==> src/rtl/cpu_ctrl_fsm_if.sv <==
// Bus bundle between the CPU control FSM and its neighbours: instruction
// memory handshake, register-file read/write controls and ALU controls.
//   master : control FSM side (drives fetch request, ALU and regfile controls)
//   slave  : memory / regfile / ALU side (returns fetch data, rs1 data, zero flag)
interface cpu_ctrl_fsm_if;
    // instruction memory handshake
    logic [7:0] instr_addr;
    logic       instr_req;
    logic       instr_valid;
    logic [7:0] instr_rdata;
    // register-file read side
    logic [1:0] rs1_addr;
    logic [1:0] rs2_addr;
    logic [7:0] rs1_data;
    // ALU controls and status
    logic [1:0] alu_op;
    logic       imm_sel;
    logic [1:0] imm2;
    logic       zero_flag;
    // register-file writeback
    logic       wb_en;
    logic [1:0] wb_addr;
    logic       wb_sel;
    logic [7:0] wb_imm;
    // status
    logic       halted;

    modport master (
        output instr_addr, instr_req, rs1_addr, rs2_addr,
               alu_op, imm_sel, imm2, wb_en, wb_addr, wb_sel, wb_imm, halted,
        input  instr_valid, instr_rdata, rs1_data, zero_flag
    );

    modport slave (
        input  instr_addr, instr_req, rs1_addr, rs2_addr,
               alu_op, imm_sel, imm2, wb_en, wb_addr, wb_sel, wb_imm, halted,
        output instr_valid, instr_rdata, rs1_data, zero_flag
    );
endinterface

==> src/rtl/cpu_ctrl_fsm.sv <==
// Multi-cycle control unit for the 8-bit CPU.
// Fetches instruction bytes over a req/valid handshake, decodes them and
// sequences the ALU, register file and branch resolution.
// Ports:
//   clk  : system clock, rising edge
//   rst  : synchronous active-high reset (aborts any operation in flight)
//   bus  : cpu_ctrl_fsm_if.master -- fetch handshake, regfile and ALU controls
// Outputs on the bus are decoded from the registered state/PC/IR/imm byte;
// instr_req and wb_en are additionally masked by rst so a reset cycle
// neither accepts a fetch nor writes the register file.
module cpu_ctrl_fsm #(
    parameter logic [7:0] RESET_PC = 8'h00
) (
    input  logic              clk,
    input  logic              rst,
    cpu_ctrl_fsm_if.master    bus
);

    localparam int unsigned PC_W = 8;
    localparam int unsigned IR_W = 8;

    localparam logic [2:0] S_FETCH  = 3'd0;
    localparam logic [2:0] S_DECODE = 3'd1;
    localparam logic [2:0] S_EXEC   = 3'd2;
    localparam logic [2:0] S_WB     = 3'd3;
    localparam logic [2:0] S_FETCH2 = 3'd4;
    localparam logic [2:0] S_HALT   = 3'd5;

    localparam logic [2:0] OP_ADD  = 3'b000;
    localparam logic [2:0] OP_SUB  = 3'b001;
    localparam logic [2:0] OP_NAND = 3'b010;
    localparam logic [2:0] OP_ADDI = 3'b011;
    localparam logic [2:0] OP_SUBI = 3'b100;
    localparam logic [2:0] OP_BZ   = 3'b101;
    localparam logic [2:0] OP_LDI  = 3'b110;
    localparam logic [2:0] OP_HALT = 3'b111;

    localparam logic [1:0] ALU_ADD  = 2'b00;
    localparam logic [1:0] ALU_SUB  = 2'b01;
    localparam logic [1:0] ALU_NAND = 2'b10;
    localparam logic [1:0] ALU_NULL = 2'b11;

    logic [2:0]      state_q, state_d;
    logic [PC_W-1:0] pc_q,    pc_d;
    logic [IR_W-1:0] ir_q,    ir_d;
    logic [7:0]      imm_q,   imm_d;

    logic [2:0] op;
    logic [1:0] rd;
    logic [1:0] rs;
    logic [1:0] alu_op_c;
    logic       is_imm_c;
    logic       instr_req_c;

    // IR[2] carries no meaning in this ISA
    logic unused_ir2;
    assign unused_ir2 = ir_q[2];

    assign op = ir_q[7:5];
    assign rd = ir_q[4:3];
    assign rs = ir_q[1:0];

    // ALU function and operand select for the register/immediate ALU ops
    always_comb begin
        alu_op_c = ALU_NULL;
        is_imm_c = 1'b0;
        case (op)
            OP_ADD:  alu_op_c = ALU_ADD;
            OP_SUB:  alu_op_c = ALU_SUB;
            OP_NAND: alu_op_c = ALU_NAND;
            OP_ADDI: begin alu_op_c = ALU_ADD; is_imm_c = 1'b1; end
            OP_SUBI: begin alu_op_c = ALU_SUB; is_imm_c = 1'b1; end
            default: alu_op_c = ALU_NULL;
        endcase
    end

    // state, PC, IR and immediate byte registers
    always_ff @(posedge clk) begin
        if (rst) begin
            state_q <= S_FETCH;
            pc_q    <= RESET_PC;
            ir_q    <= '0;
            imm_q   <= '0;
        end else begin
            state_q <= state_d;
            pc_q    <= pc_d;
            ir_q    <= ir_d;
            imm_q   <= imm_d;
        end
    end

    // next-state and output decode
    always_comb begin
        state_d     = state_q;
        pc_d        = pc_q;
        ir_d        = ir_q;
        imm_d       = imm_q;
        instr_req_c = 1'b0;

        bus.instr_addr = pc_q;
        bus.instr_req  = 1'b0;
        bus.rs1_addr   = rd;
        bus.rs2_addr   = rs;
        bus.alu_op     = ALU_NULL;
        bus.imm_sel    = 1'b0;
        bus.imm2       = 2'b00;
        bus.wb_en      = 1'b0;
        bus.wb_addr    = rd;
        bus.wb_sel     = 1'b0;
        bus.wb_imm     = imm_q;
        bus.halted     = 1'b0;

        case (state_q)
            S_FETCH: begin
                instr_req_c   = ~rst;
                bus.instr_req = instr_req_c;
                if (instr_req_c && bus.instr_valid) begin
                    ir_d    = bus.instr_rdata;
                    pc_d    = PC_W'(pc_q + PC_W'(1));
                    state_d = S_DECODE;
                end
            end

            S_DECODE: begin
                case (op)
                    OP_LDI:  state_d = S_FETCH2;
                    OP_HALT: state_d = S_HALT;
                    default: state_d = S_EXEC;
                endcase
            end

            S_EXEC: begin
                if (op == OP_BZ) begin
                    // ALU held on NULL so zero_flag reflects the last ALU op
                    if (bus.zero_flag) begin
                        pc_d = bus.rs1_data;
                    end
                    state_d = S_FETCH;
                end else begin
                    bus.alu_op  = alu_op_c;
                    bus.imm_sel = is_imm_c;
                    bus.imm2    = is_imm_c ? rs : 2'b00;
                    state_d     = S_WB;
                end
            end

            S_WB: begin
                bus.wb_en = ~rst;
                if (op == OP_LDI) begin
                    bus.wb_sel = 1'b1;
                end else begin
                    // keep ALU inputs as in EXEC so the result is stable
                    bus.alu_op  = alu_op_c;
                    bus.imm_sel = is_imm_c;
                    bus.imm2    = is_imm_c ? rs : 2'b00;
                end
                state_d = S_FETCH;
            end

            S_FETCH2: begin
                instr_req_c   = ~rst;
                bus.instr_req = instr_req_c;
                if (instr_req_c && bus.instr_valid) begin
                    imm_d   = bus.instr_rdata;
                    pc_d    = PC_W'(pc_q + PC_W'(1));
                    state_d = S_WB;
                end
            end

            S_HALT: begin
                bus.halted = 1'b1;
            end

            default: state_d = S_FETCH;
        endcase
    end

endmodule
==> src/flat_wrapper.sv <==
// flat-port wrapper written by rule: the top's interface ports become plain ports
module cpu_ctrl_fsm_flat 
#(
    parameter logic [7:0] RESET_PC = 8'h00
)
  (clk, rst, bus_instr_addr, bus_instr_req, bus_rs1_addr, bus_rs2_addr, bus_alu_op, bus_imm_sel, bus_imm2, bus_wb_en, bus_wb_addr, bus_wb_sel, bus_wb_imm, bus_halted, bus_instr_valid, bus_instr_rdata, bus_rs1_data, bus_zero_flag);
  cpu_ctrl_fsm_if bus_i ();
  input  logic clk;
  input  logic rst;
  output wire logic [$bits(bus_i.instr_addr)-1:0] bus_instr_addr;
  output wire logic [$bits(bus_i.instr_req)-1:0] bus_instr_req;
  output wire logic [$bits(bus_i.rs1_addr)-1:0] bus_rs1_addr;
  output wire logic [$bits(bus_i.rs2_addr)-1:0] bus_rs2_addr;
  output wire logic [$bits(bus_i.alu_op)-1:0] bus_alu_op;
  output wire logic [$bits(bus_i.imm_sel)-1:0] bus_imm_sel;
  output wire logic [$bits(bus_i.imm2)-1:0] bus_imm2;
  output wire logic [$bits(bus_i.wb_en)-1:0] bus_wb_en;
  output wire logic [$bits(bus_i.wb_addr)-1:0] bus_wb_addr;
  output wire logic [$bits(bus_i.wb_sel)-1:0] bus_wb_sel;
  output wire logic [$bits(bus_i.wb_imm)-1:0] bus_wb_imm;
  output wire logic [$bits(bus_i.halted)-1:0] bus_halted;
  input wire logic [$bits(bus_i.instr_valid)-1:0] bus_instr_valid;
  input wire logic [$bits(bus_i.instr_rdata)-1:0] bus_instr_rdata;
  input wire logic [$bits(bus_i.rs1_data)-1:0] bus_rs1_data;
  input wire logic [$bits(bus_i.zero_flag)-1:0] bus_zero_flag;
  assign bus_instr_addr = bus_i.instr_addr;
  assign bus_instr_req = bus_i.instr_req;
  assign bus_rs1_addr = bus_i.rs1_addr;
  assign bus_rs2_addr = bus_i.rs2_addr;
  assign bus_alu_op = bus_i.alu_op;
  assign bus_imm_sel = bus_i.imm_sel;
  assign bus_imm2 = bus_i.imm2;
  assign bus_wb_en = bus_i.wb_en;
  assign bus_wb_addr = bus_i.wb_addr;
  assign bus_wb_sel = bus_i.wb_sel;
  assign bus_wb_imm = bus_i.wb_imm;
  assign bus_halted = bus_i.halted;
  assign bus_i.instr_valid = bus_instr_valid;
  assign bus_i.instr_rdata = bus_instr_rdata;
  assign bus_i.rs1_data = bus_rs1_data;
  assign bus_i.zero_flag = bus_zero_flag;
  cpu_ctrl_fsm #(.RESET_PC(RESET_PC)) u_core (.clk(clk), .rst(rst), .bus(bus_i));
endmodule
==> config.mk <==
export PLATFORM = sky130hd
export DESIGN_NAME = cpu_ctrl_fsm_flat
export DESIGN_NICKNAME = d
export VERILOG_FILES = /design/src/rtl/cpu_ctrl_fsm_if.sv /design/src/rtl/cpu_ctrl_fsm.sv /design/src/flat_wrapper.sv
export SDC_FILE = /design/constraint.sdc
export NUM_CORES = 1
export LEC_CHECK = 0
export CAP_MARGIN = 20
export CORE_UTILIZATION = 30
export CTS_BUF_LIST = sky130_fd_sc_hd__clkbuf_8
export DETAILED_ROUTE_END_ITERATION = 6
export GPL_TIMING_DRIVEN = 1
export HOLD_SLACK_MARGIN = 0.12
export SYNTH_ARGS = -nofsm -noshare
export SYNTH_HDL_FRONTEND = slang
export SYNTH_SLANG_ARGS = --single-unit
==> constraint.sdc <==
create_clock -name clk -period 3.17 [get_ports clk]
set_input_delay 0.317 -clock clk [delete_from_list [all_inputs] [get_ports clk]]
set_output_delay 0.317 -clock clk [all_outputs]
set_load 0.02 [all_outputs]
Word-level counts from Yosys, hierarchy flattened
Index checks and enable logic that the tools add are counted.

cells by class
  bitwise logic cells = 2
  multiplexer cells = 26
  add/sub/neg operators = 1
  reduce and logical (&&, ||, !) cells = 12
  eq/ne operators = 17

operators with widths
  operator             number
  $mux 8               3
  $eq 3x3->1 const B   6
  $pmux 8 s2           1
  $pmux 3 s5           1
  $eq 3x2->1 const B   4
  $mux 2               6
  $add 8x1->8 const B  1
  $mux 1               8
  $ne 2x1->1 const B   4
  $pmux 2 s2           2
  $reduce_or 2->1      4
  $eq 3x1->1 const B   2
  $logic_not 3->1      2
  $mux 3               2
  $pmux 2 s3           1
  $pmux 3 s2           1
  $reduce_and 2->1     2
  $reduce_and 4->1     1
  $reduce_and 3->1     1
  $ne 2x2->1 const B   1
  $not 1->1            2
  $pmux 1 s2           1
  $reduce_bool 2->1    1
  $logic_and 1x1->1    1

word-level totals
  register bits = 27
  logic and storage cells = 62

Depth between registers and ports, before layout
  depth after elaboration = 6
  mapped depth = 6
  depth with buffers taken out = 5

Least setup slack after synthesis
Ideal clock, no wire load.

  path type = reg-to-output
  start point = register u_core.state_q[1]
  end point = output bus_wb_sel
  buffers on the path = 1
  data required time = 2.853 ns
  stages on the path, launching flop included = 5
  setup slack = 1.406 ns
  arrival = 1.447 ns
  path through = dfxtp_1 clkbuf_1 nor2b_1 nand2_1 nor3_1

between the ends
  word-level cells in the longest chain between the ends = 2

ends and longest elaborated chain
  item                    line                 RTL
  from (decl)             cpu_ctrl_fsm.sv:43   logic [2:0] state_q, state_d;
  from (signal assigned)  cpu_ctrl_fsm.sv:85   state_q <= state_d;
  $eq 3x2->1              cpu_ctrl_fsm.sv:113  case (state_q)
  $mux 1                  cpu_ctrl_fsm.sv:113
  to (decl)               flat_wrapper.sv:19   output wire logic [$bits(bus_i.wb_sel)-1:0] bus_wb_sel;

Every way passes these cells.

Final worst setup path
Ends and elaborated chain as after synthesis.

==> metrics.csv <==
metric,value,unit
global-route wire length before repair,5820,um
Placed Area,1870,sq um
FMAX,410,MHz
r2r setup slk,1.38,ns
Static Leak,0.718,nW
Antenna Nets Post-Route,0,
via/cell ratio,5.21,
sequential-to-total area share from yosys stat,37.1,%
area grow syn2layout,38.5,%
io pins,51,
Clock Latency Late Sink,0.27,ns
DR WL/cell,13.3,um
routability cong.,0.758,
die area,4950,sq um
Max VDD drop,243,uV
Max-cap violations,0,
Num CTS Buffers,3,
Worst EP required,2.85,ns
HP Start,u_core.bus.wb_imm[2],
max-slew violation count,0,
H-tree depth,1,
Worst Hold Path Cells,2,
Sink Count,26,
worst reg2reg path depth,4,
Global Route Usage Sum,14.4,%
vias in the first global route,1275,
Post-synth EDFFs,0,
Avg Synthesized Cell Area,8.01,sq um
Post-CTS Hold Buffers,0,
Clock transition at path regs,0.09,ns
DRT Pass-1 Iters,4,
Fillers,456,
Power Density,428,nW/um^2
Rows,24,
Fin Setup TNS,0,ns
buffers added on ports,50,
synth warn,0,
post-CTS sizing,0,
Tcrit/Tclk final,76.9,%
Mapped Cells,175,
setup bufs post-CTS,0,
Max Root-Sink Buffers,2,
critical path data arrival time,2.12,ns
core area,4410,sq um
Die Width,70.4,um
FF-to-FF Start,u_core.state_q[1],
RSZ-0062 raised after global routing,no,
hold endpoint,u_core.bus.wb_imm[2],
die height,70.4,um
fraction of registers with async set/reset,0,%
Synth Register Bits,26,
WL final,3520,um
"critical path fanouts, max",15,
"Cell Area, Synth",1400,sq um
post-DP HPWL,2500,um
Total Power,0.000831,W
startpoint types,flip-flop,
Post-Layout Inst Area,1940,sq um
diode count,0,
Yosys cell types,41,
Slew @ Worst Pin,0.608,ns
fin nets,234,
# setup viols final,0,
Vias,1376,
worst relative slew slack,59.4,%
DRC Markers,0,
clock root buffer,clkbuf_8,
Critical R2R Capture,u_core.bus.instr_addr[0],
initial antenna violation count,0,
CTS tree,built,
status,finished clean,
syn_nets,196,
fraction of layout cells with a size suffix above 1,6.13,%
type of the worst min-delay path,flip-flop to flip-flop,
grt ovf,0,
worst setup path class,flip-flop to primary output,
Initial DRC Count,108,
largest net degree at the start of global routing,19,
crit end category,primary output,
Starting Density,31.8,%
crit path time final,2.44,ns
Synth Flop Type,dfxtp_1,
"Hold Vio Cnt, Final",0,
clock skew,0.00331,ns
## layer usage
layer,part of all wire [%],up-vias,track usage (%)
met5,0,-,0
met1,49,646,18.5
met2,43,43,23.1
met4,0.91,0,3.33
li1,-,683,-
met3,6.9,4,5.05
## worst max-delay path, stage by stage (launching register included)
cell	delay [ns]
dfxtp_1	0.69
nor2b_1	0.23
nand2_1	0.09
nor3_1	0.21
clkdlybuf4s50_1	0.63
## logic make-up (layout without fill, tap and decap cells)
family | after synthesis | count (layout) | share of synthesized area [%]
AO/OA/AOI/OAI | 34 | 34 | 17.4
adder cells (fa/ha/maj) | 1 | 1 | 0.892
buffers and inverters | 21 | 58 | 8.47
flip-flops | 26 | 26 | 37.1
multiplexers | 7 | 7 | 5.00
AND/OR/NAND/NOR | 86 | 86 | 31.1
## report_power, final
part | internal, W | switching, W | leakage (nW)
combinational | 0.0000922 | 0.0000901 | 0.471
sequential | 0.000341 | 0.0000307 | 0.211
clock | 0.000169 | 0.000108 | 0.0357
total | 0.000602 | 0.000229 | 0.718
## registers in the layout, summed over array words and instances (netlist names)
signal	flops
u_core.bus.instr_addr	8
u_core.ir_q	7
u_core.bus.wb_imm	8
u_core.state_q	3
## synth_stat cells (3+ instances only)
cell | number | area share [%]
buf_4 | 7 | 3.7
nor2b_1 | 5 | 2.2
nor2_1 | 20 | 5.4
o21ai_0 | 7 | 2.5
and3_1 | 3 | 1.3
and2_1 | 4 | 1.8
nor3_1 | 4 | 1.4
nand2_1 | 28 | 7.5
a21oi_1 | 7 | 2.5
clkbuf_1 | 6 | 1.6
dfxtp_1 | 26 | 37
nand3_1 | 11 | 3.9
buf_2 | 5 | 1.8
mux2i_1 | 7 | 5.0
## per-stage QoR
| step | hold slack (ns) | util (%) | cells | worst slack [ns] |
|---|---|---|---|---|
| final | 0.460 | 44.0 | 264 | 0.732 |
| after global routing | 0.484 | 44.0 | 264 | 0.606 |
| after CTS | 0.464 | 44.0 | 264 | 0.722 |
| after detailed placement | 0.449 | 42.4 | 260 | 1.03 |
| after global placement | 0.443 | 42.4 | 260 | 1.02 |
| after floorplan | 0.416 | - | 175 | 1.41 |
## cells in the final DEF, fill, tap and decap left out, types with 3 or more instances in the layout
cell             instances
clkdlybuf4s50_1         50
nand2_1                 28
dfxtp_1                 26
nor2_1                  20
nand3_1                 11
o21ai_0                  7
a21oi_1                  7
mux2i_1                  7
nor2b_1                  5
and2_1                   4
nor3_1                   4
and3_1                   3
clkbuf_8                 3
## worst max path at each step
stage               slack [ns]  depth (start not counted)              start    endpoint
finish                    0.73                          4  u_core.state_q[1]  bus_wb_sel
global route              0.61                          4  u_core.state_q[1]  bus_wb_sel
CTS                       0.72                          4  u_core.state_q[1]  bus_wb_sel
detailed placement        1.03                          4  u_core.state_q[1]  bus_wb_sel
global placement          1.02                          4  u_core.state_q[1]  bus_wb_sel
floorplan                 1.41                          4  u_core.state_q[1]  bus_wb_sel
## cell type report
type | count | area (sq um) | area share [%]
multi-input combinational | 128 | 763 | 39.3
sequential | 26 | 520 | 26.8
timing repair buffer | 52 | 515 | 26.5
tap | 52 | 65.1 | 3.35
clock buffer | 3 | 41.3 | 2.12
clock inverter | 1 | 30.0 | 1.55
inverter | 2 | 7.51 | 0.386
No activity file was read; power rests on OpenSTA's default activity.
